==> src/rtl/stick_sync_pkg.sv <==
// stick_sync_pkg: shared definitions for the stick sync/strobe generator.
//   state_t  - generator state encoding (IDLE / WAIT / RUN)
//   MODE_INT - frame requests come from the internal period counter
//   MODE_EXT - frame requests come from rising edges of the external sync
//   frame_w  - width of the frame timer and of the k*step+width arithmetic
package stick_sync_pkg;

  typedef enum logic [1:0] {
    IDLE = 2'd0,
    WAIT = 2'd1,
    RUN  = 2'd2
  } state_t;

  localparam logic MODE_INT = 1'b0;
  localparam logic MODE_EXT = 1'b1;

  // Wide enough for (CH_NUM-1)*step + width without overflow, assuming the
  // pulse-width field is no wider than the period/step field.
  function automatic int frame_w(input int cnt_w, input int ch_num);
    return cnt_w + $clog2(ch_num) + 1;
  endfunction

endpackage

==> src/rtl/stick_sync_edge.sv <==
// stick_sync_edge: brings an asynchronous level into the clk domain through a
// 2-FF synchroniser, then flags its rising edge with a one-cycle pulse.
// Ports:
//   clk   - sampling clock
//   rst   - synchronous active-high reset, clears all flops
//   din   - asynchronous input level
//   pulse - high for exactly one cycle after each synchronised rising edge
module stick_sync_edge (
  input  logic clk,
  input  logic rst,
  input  logic din,
  output logic pulse
);

  logic meta;
  logic sync;
  logic sync_d;

  always_ff @(posedge clk) begin
    if (rst) begin
      meta   <= 1'b0;
      sync   <= 1'b0;
      sync_d <= 1'b0;
    end else begin
      meta   <= din;
      sync   <= meta;
      sync_d <= sync;
    end
  end

  // Only the settled stage is used for the edge compare; meta never leaves here.
  assign pulse = sync & ~sync_d;

endmodule

==> src/rtl/stick_sync_gen.sv <==
// stick_sync_gen: multi-channel sync/strobe frame generator (sys_clk domain).
// A frame request comes from the internal period counter (i_mode=0) or from a
// rising edge of i_ext_sync (i_mode=1). A frame starts only while i_tx_rdy is
// high; within a frame channel k pulses for width cycles starting at k*step.
// Optional macro STICK_SYNC_INV_EN adds i_inv, a per-channel output polarity.
// Ports:
//   sys_clk, rst     - clock, synchronous active-high reset
//   i_enable         - low forces IDLE (pending and period counter cleared)
//   i_mode           - MODE_INT / MODE_EXT request source
//   i_ext_sync       - asynchronous external sync (rising edge = request)
//   i_period         - internal frame period in cycles, 0 = no requests
//   i_step, i_width  - channel offset and pulse width (width 0 acts as 1)
//   i_tx_rdy         - downstream ready
//   i_inv            - (STICK_SYNC_INV_EN only) per-channel output inversion
//   o_sync           - per-channel pulses, registered
//   o_frame_start    - one-cycle strobe on the first RUN cycle
//   o_busy           - high while in RUN
//   o_frame_cnt      - started frames, wraps
//   o_miss_cnt       - dropped requests, saturates
//   dbg_state        - current state_t encoding for observation
module stick_sync_gen
  import stick_sync_pkg::*;
#(
  parameter int CH_NUM = 4,
  parameter int CNT_W  = 24,
  parameter int WID_W  = 16,
  parameter int MISS_W = 8
) (
  input  logic              sys_clk,
  input  logic              rst,
  input  logic              i_enable,
  input  logic              i_mode,
  input  logic              i_ext_sync,
  input  logic [CNT_W-1:0]  i_period,
  input  logic [CNT_W-1:0]  i_step,
  input  logic [WID_W-1:0]  i_width,
  input  logic              i_tx_rdy,
`ifdef STICK_SYNC_INV_EN
  input  logic [CH_NUM-1:0] i_inv,
`endif
  output logic [CH_NUM-1:0] o_sync,
  output logic              o_frame_start,
  output logic              o_busy,
  output logic [15:0]       o_frame_cnt,
  output logic [MISS_W-1:0] o_miss_cnt,
  output logic [1:0]        dbg_state
);

  localparam int FW = frame_w(CNT_W, CH_NUM);

  // Handshake: a request is a one-cycle event with no back-pressure. It is
  // consumed into RUN on the next edge when i_tx_rdy is high in WAIT, held in
  // a single pending slot when i_tx_rdy is low, and otherwise dropped and
  // counted. i_tx_rdy is only looked at while in WAIT.
  state_t            state, state_n;
  logic              pending, pending_n;
  logic [CNT_W-1:0]  per_cnt, per_cnt_n;
  logic [FW-1:0]     t, t_n;
  logic [CNT_W-1:0]  step_sh, step_n;
  logic [WID_W-1:0]  wid_sh, wid_n;
  logic [WID_W-1:0]  w_eff;
  logic [FW-1:0]     last_t;
  logic              ext_pulse;
  logic              per_wrap;
  logic              req;
  logic              go_run;
  logic              miss;
  logic [CH_NUM-1:0] pulse_n;
  logic [CH_NUM-1:0] sync_n;

  stick_sync_edge u_edge (
    .clk   (sys_clk),
    .rst   (rst),
    .din   (i_ext_sync),
    .pulse (ext_pulse)
  );

  assign w_eff    = (i_width == '0) ? WID_W'(1) : i_width;
  assign last_t   = FW'(CH_NUM - 1) * FW'(step_sh) + FW'(wid_sh) - FW'(1);
  assign per_wrap = (state != IDLE) && (i_period != '0) &&
                    (per_cnt >= i_period - CNT_W'(1));
  assign req      = (state != IDLE) &&
                    ((i_mode == MODE_EXT) ? ext_pulse : per_wrap);

  always_comb begin
    per_cnt_n = per_cnt + CNT_W'(1);
    if (!i_enable || state == IDLE || i_period == '0 || per_wrap) begin
      per_cnt_n = '0;
    end
  end

  always_comb begin
    state_n   = state;
    pending_n = pending;
    t_n       = t;
    step_n    = step_sh;
    wid_n     = wid_sh;
    go_run    = 1'b0;
    miss      = 1'b0;
    if (!i_enable) begin
      // Disable wins over a coincident request: nothing is counted.
      state_n   = IDLE;
      pending_n = 1'b0;
    end else begin
      case (state)
        IDLE: state_n = WAIT;
        WAIT: begin
          miss = req & pending;
          if (i_tx_rdy && (pending || req)) begin
            go_run    = 1'b1;
            state_n   = RUN;
            pending_n = 1'b0;
            t_n       = '0;
            step_n    = i_step;
            wid_n     = w_eff;
          end else if (req) begin
            pending_n = 1'b1;
          end
        end
        RUN: begin
          miss = req;
          if (t == last_t) state_n = WAIT;
          else             t_n     = t + FW'(1);
        end
        default: state_n = IDLE;
      endcase
    end
  end

  // Outputs are registered, so pulses are decoded from next-cycle timer values.
  for (genvar k = 0; k < CH_NUM; k++) begin : g_ch
    logic [FW-1:0] off;
    assign off        = FW'(k) * FW'(step_n);
    assign pulse_n[k] = (state_n == RUN) && (t_n >= off) && (t_n < off + FW'(wid_n));
  end

`ifdef STICK_SYNC_INV_EN
  assign sync_n = pulse_n ^ i_inv;
`else
  assign sync_n = pulse_n;
`endif

  always_ff @(posedge sys_clk) begin
    if (rst) begin
      state   <= IDLE;
      pending <= 1'b0;
    end else begin
      state   <= state_n;
      pending <= pending_n;
    end
  end

  always_ff @(posedge sys_clk) begin
    if (rst) begin
      per_cnt       <= '0;
      t             <= '0;
      step_sh       <= '0;
      wid_sh        <= '0;
      o_sync        <= '0;
      o_frame_start <= 1'b0;
      o_busy        <= 1'b0;
      o_frame_cnt   <= '0;
      o_miss_cnt    <= '0;
    end else begin
      per_cnt       <= per_cnt_n;
      t             <= t_n;
      step_sh       <= step_n;
      wid_sh        <= wid_n;
      o_sync        <= sync_n;
      o_frame_start <= go_run;
      o_busy        <= (state_n == RUN);
      if (go_run) o_frame_cnt <= o_frame_cnt + 16'd1;
      if (miss && (o_miss_cnt != '1)) o_miss_cnt <= o_miss_cnt + MISS_W'(1);
    end
  end

  assign dbg_state = state;

endmodule

==> config.mk <==
export PLATFORM = sky130hd
export DESIGN_NAME = stick_sync_gen
export DESIGN_NICKNAME = d
export VERILOG_FILES = /design/src/rtl/stick_sync_pkg.sv /design/src/rtl/stick_sync_edge.sv /design/src/rtl/stick_sync_gen.sv
export SDC_FILE = /design/constraint.sdc
export NUM_CORES = 1
export LEC_CHECK = 0
export CELL_PAD_IN_SITES_DETAIL_PLACEMENT = 1
export CELL_PAD_IN_SITES_GLOBAL_PLACEMENT = 2
export CORE_AREA = 5 5 217 219
export CTS_BUF_LIST = sky130_fd_sc_hd__clkbuf_2
export CTS_CLUSTER_SIZE = 8
export DETAILED_ROUTE_END_ITERATION = 8
export DIE_AREA = 0 0 222 224
export GPL_ROUTABILITY_DRIVEN = 0
export PLACE_DENSITY = 0.88
export SETUP_SLACK_MARGIN = 0.1
export SYNTH_ARGS = -nofsm -noshare
export SYNTH_HDL_FRONTEND = slang
export SYNTH_SLANG_ARGS = --single-unit
export TNS_END_PERCENT = 5
==> constraint.sdc <==
create_clock -name sys_clk -period 12.43 [get_ports sys_clk]
set_input_delay 1.243 -clock sys_clk [delete_from_list [all_inputs] [get_ports sys_clk]]
set_output_delay 1.243 -clock sys_clk [all_outputs]
set_load 0.02 [all_outputs]
==> results.toml <==
[global_route]
grt_max_degree = 92
grt_usage_pct = 23.31
grt.overflow.total = 0
antenna_found_initial = 2
grt_pass1_wl_um = 93600
grt_pass1_vias = 17280

[setup_path]
crit_path_end_kind = "register"
crit_required_ns = 13.36
crit_path_start = "i_period[0]"
r2r-start = "step_sh[5]"
critPathMaxFanout = 27
startpoint_type = "input pin"
critPathMaxStageDelay_ns = 0.75
crit_arrival_ns = 11.81
path_class = "in2reg"
path_buf_inv = 5
cpMaxStageDelayCell = "nor4b_1"
crit_family = "compound AO/OA/AOI/OAI gates"
critPathMostFrequentCell = "a21o_1"

[clock_network]
cts_tree = "yes"
root_buffer = "clkbuf_2"
cts_num_sinks = 127
cts_made_buffers = 17
cts_resized = 0
cts-htree-levels = 4
path_clk_slew_ns = 0.26
clk-insertion-delay-late_ns = 0.99
clk_path_buf_depth = 2
postCtsSetupBuffers = 0
cts_hold_buf = 0

[flow_run]
drv_cap = 0

[synth]
syn_inst = 2166
synthFlopType = "dfxtp_1"
syn_nets = 2565
synthDistinctLibCells = 88
yosysWarnings = 0
ys_async_sr_fraction_pct = 0
ys_seq_area_share_pct = 15.04
netlist.area_leader.share_pct = 22.94
synth_area_um2 = 16910
synth_edf_count = 0
synth.most_common_cell = "ha_1"
syn_avg_cell_area_um2 = 7.807
ys_ff_latch = 127
netlist.top_cell.by_area = "ha_1"
synthTopCellsByCount = "ha_1, nor2_1, a21oi_1"
synth_area_leaders = "ha_1, dfxtp_1, xnor2_1, a21oi_1, nor2_1"

[drt]
via_per_inst = 5.687
antenna_left = 0
drc_errors = 0
avgRoutedWirePerCell_um = 20.50
drtIter0Drc = 850
vias = 16400
dr.pass1.iters = 5
routed_wl_um = 59130

[pwr]
pwr_density_cell_nw_per_um2 = 41.33
p_leak_nw = 8.511
ir_drop_uv = 48.83

[placement]
port_buffers = 101
dp_slack_ns = 0.5869
dpl.hpwl_um = 49750
dpl.cell_count = 2850

[worst_hold_path]
hold_path_class = "reg2reg"
hold_start = "u_edge.meta"

[timing]
setup_viol = 0
setup_tns_ns = 0
fmax_mhz = 91.91
period_share_pct = 87.53
finalHoldViolations = 0
finalMaxSlewViolations = 0
worst_pin_slew_ns = 1.058
worst_slack_ns = 1.550
worst_clock_skew_ns = 0.07554
rsz0062_at_grt = "false"
fin_crit_ns = 10.88
slew_headroom_pct = 29.46

[outcome]
outcome = "finished, final reports clean"

[finish]
final_util_pct = 42.17
nets = 2668
area_delta_synth_final_pct = 11.95
final-instance-count-excl-fill = 2884
drive_gt1_share_pct = 4.908

[floorplanning]
io-pin-count = 102
rows = 78
die_height_um = 224
die_w_um = 222
fp.coreArea_um2 = 44890
initial_core_util_pct = 37.67
die_area_um2 = 49730
==> cell type report <==
cell class / count / area (um2)
inverters: 172 / 645.6
fillers: 5609 / 25960
clock inverters: 14 / 111.4
multi-input cells: 1815 / 13510
well taps: 600 / 750.7
flip-flops and latches: 127 / 2542
diodes: 2 / 5.005
clock buffers: 18 / 90.09
repair buffers: 136 / 1271
==> through the flow <==
| step | total power, mW | cell area (um2) | hold WS [ns] |
|---|---|---|---|
| after global routing | 0.8142 | 18930 | 0.4645 |
| final | 0.7824 | 18930 | 0.4764 |
| after detailed placement | 0.5262 | 18720 | 0.4498 |
| after CTS | 0.7930 | 18930 | 0.3953 |
| after global placement | 0.5243 | 18720 | 0.4520 |
| after floorplan | 0.4741 | 16910 | 0.4138 |
==> state kept, by name (all words and copies together) (netlist names) <==
signal	count
t	27
per_cnt	24
wid_sh	16
pending	1
o_busy	1
step_sh	24
o_frame_cnt	16
o_sync	4
o_frame_start	1
u_edge.sync	1
u_edge.meta	1
dbg_state	2
o_miss_cnt	8
u_edge.sync_d	1
==> path summary, 6_finish.rpt <==
check / slack [ns] / to / cells after the start
setup reg to reg: 2.86 / o_sync[3] / 36
hold reg to reg: 0.48 / u_edge.sync / 1
hold / removal: 0.48 / u_edge.sync / 1
setup / recovery: 1.55 / o_sync[3] / 46
==> cell families (layout without fill, tap and decap cells) <==
group,count (synthesis),in the layout,share of synthesized area [%]
and+or+nand+nor,717,717,21.54
AOI/OAI and AO/OA,515,515,19.46
adders and majority gates,340,340,25.84
buffers and inverters,224,340,5.098
xor gates and xnor gates,204,204,10.57
DFF,127,127,15.04
muxes,39,39,2.464
other,0,2,0
==> layer usage <==
| layer | up-vias | share of wire, % | global-route usage (%) |
|---|---|---|---|
| met1 | 8084 | 45 | 29.29 |
| met5 | - | 0 | 0 |
| li1 | 7977 | - | - |
| met3 | 79 | 2.7 | 2.503 |
| met2 | 260 | 49 | 42.33 |
| met4 | 0 | 2.6 | 6.701 |
==> where the power goes <==
group / switching, mW / total, mW / leakage (nW) / internal [mW]
clock network: 0.207 / 0.264 / 0.121 / 0.0569
logic: 0.0596 / 0.108 / 7.37 / 0.0486
registers: 0.00113 / 0.410 / 1.02 / 0.409
==> layout by cell type, fill, tap and decap left out, drive strengths merged, types with 12 or more instances in the layout <==
cell | Yosys | routed
a211oi | 18 | 18
a21o | 60 | 60
a21oi | 169 | 169
a31oi | 20 | 20
and2 | 14 | 14
and3 | 28 | 28
buf | 7 | 36
clkbuf | 45 | 18
clkdlybuf4s50 | 0 | 100
dfxtp | 127 | 127
fa | 19 | 19
ha | 310 | 310
inv | 172 | 176
mux2i | 31 | 31
nand2 | 131 | 131
nand2b | 39 | 39
nand3 | 56 | 56
nand4 | 58 | 58
nor2 | 207 | 207
nor2b | 57 | 57
nor3 | 44 | 44
nor4 | 21 | 21
o21a | 25 | 25
o21ai | 108 | 108
o31ai | 12 | 12
or3 | 15 | 15
xnor2 | 134 | 134
xor2 | 70 | 70
(Power assumes the default switching activity.)
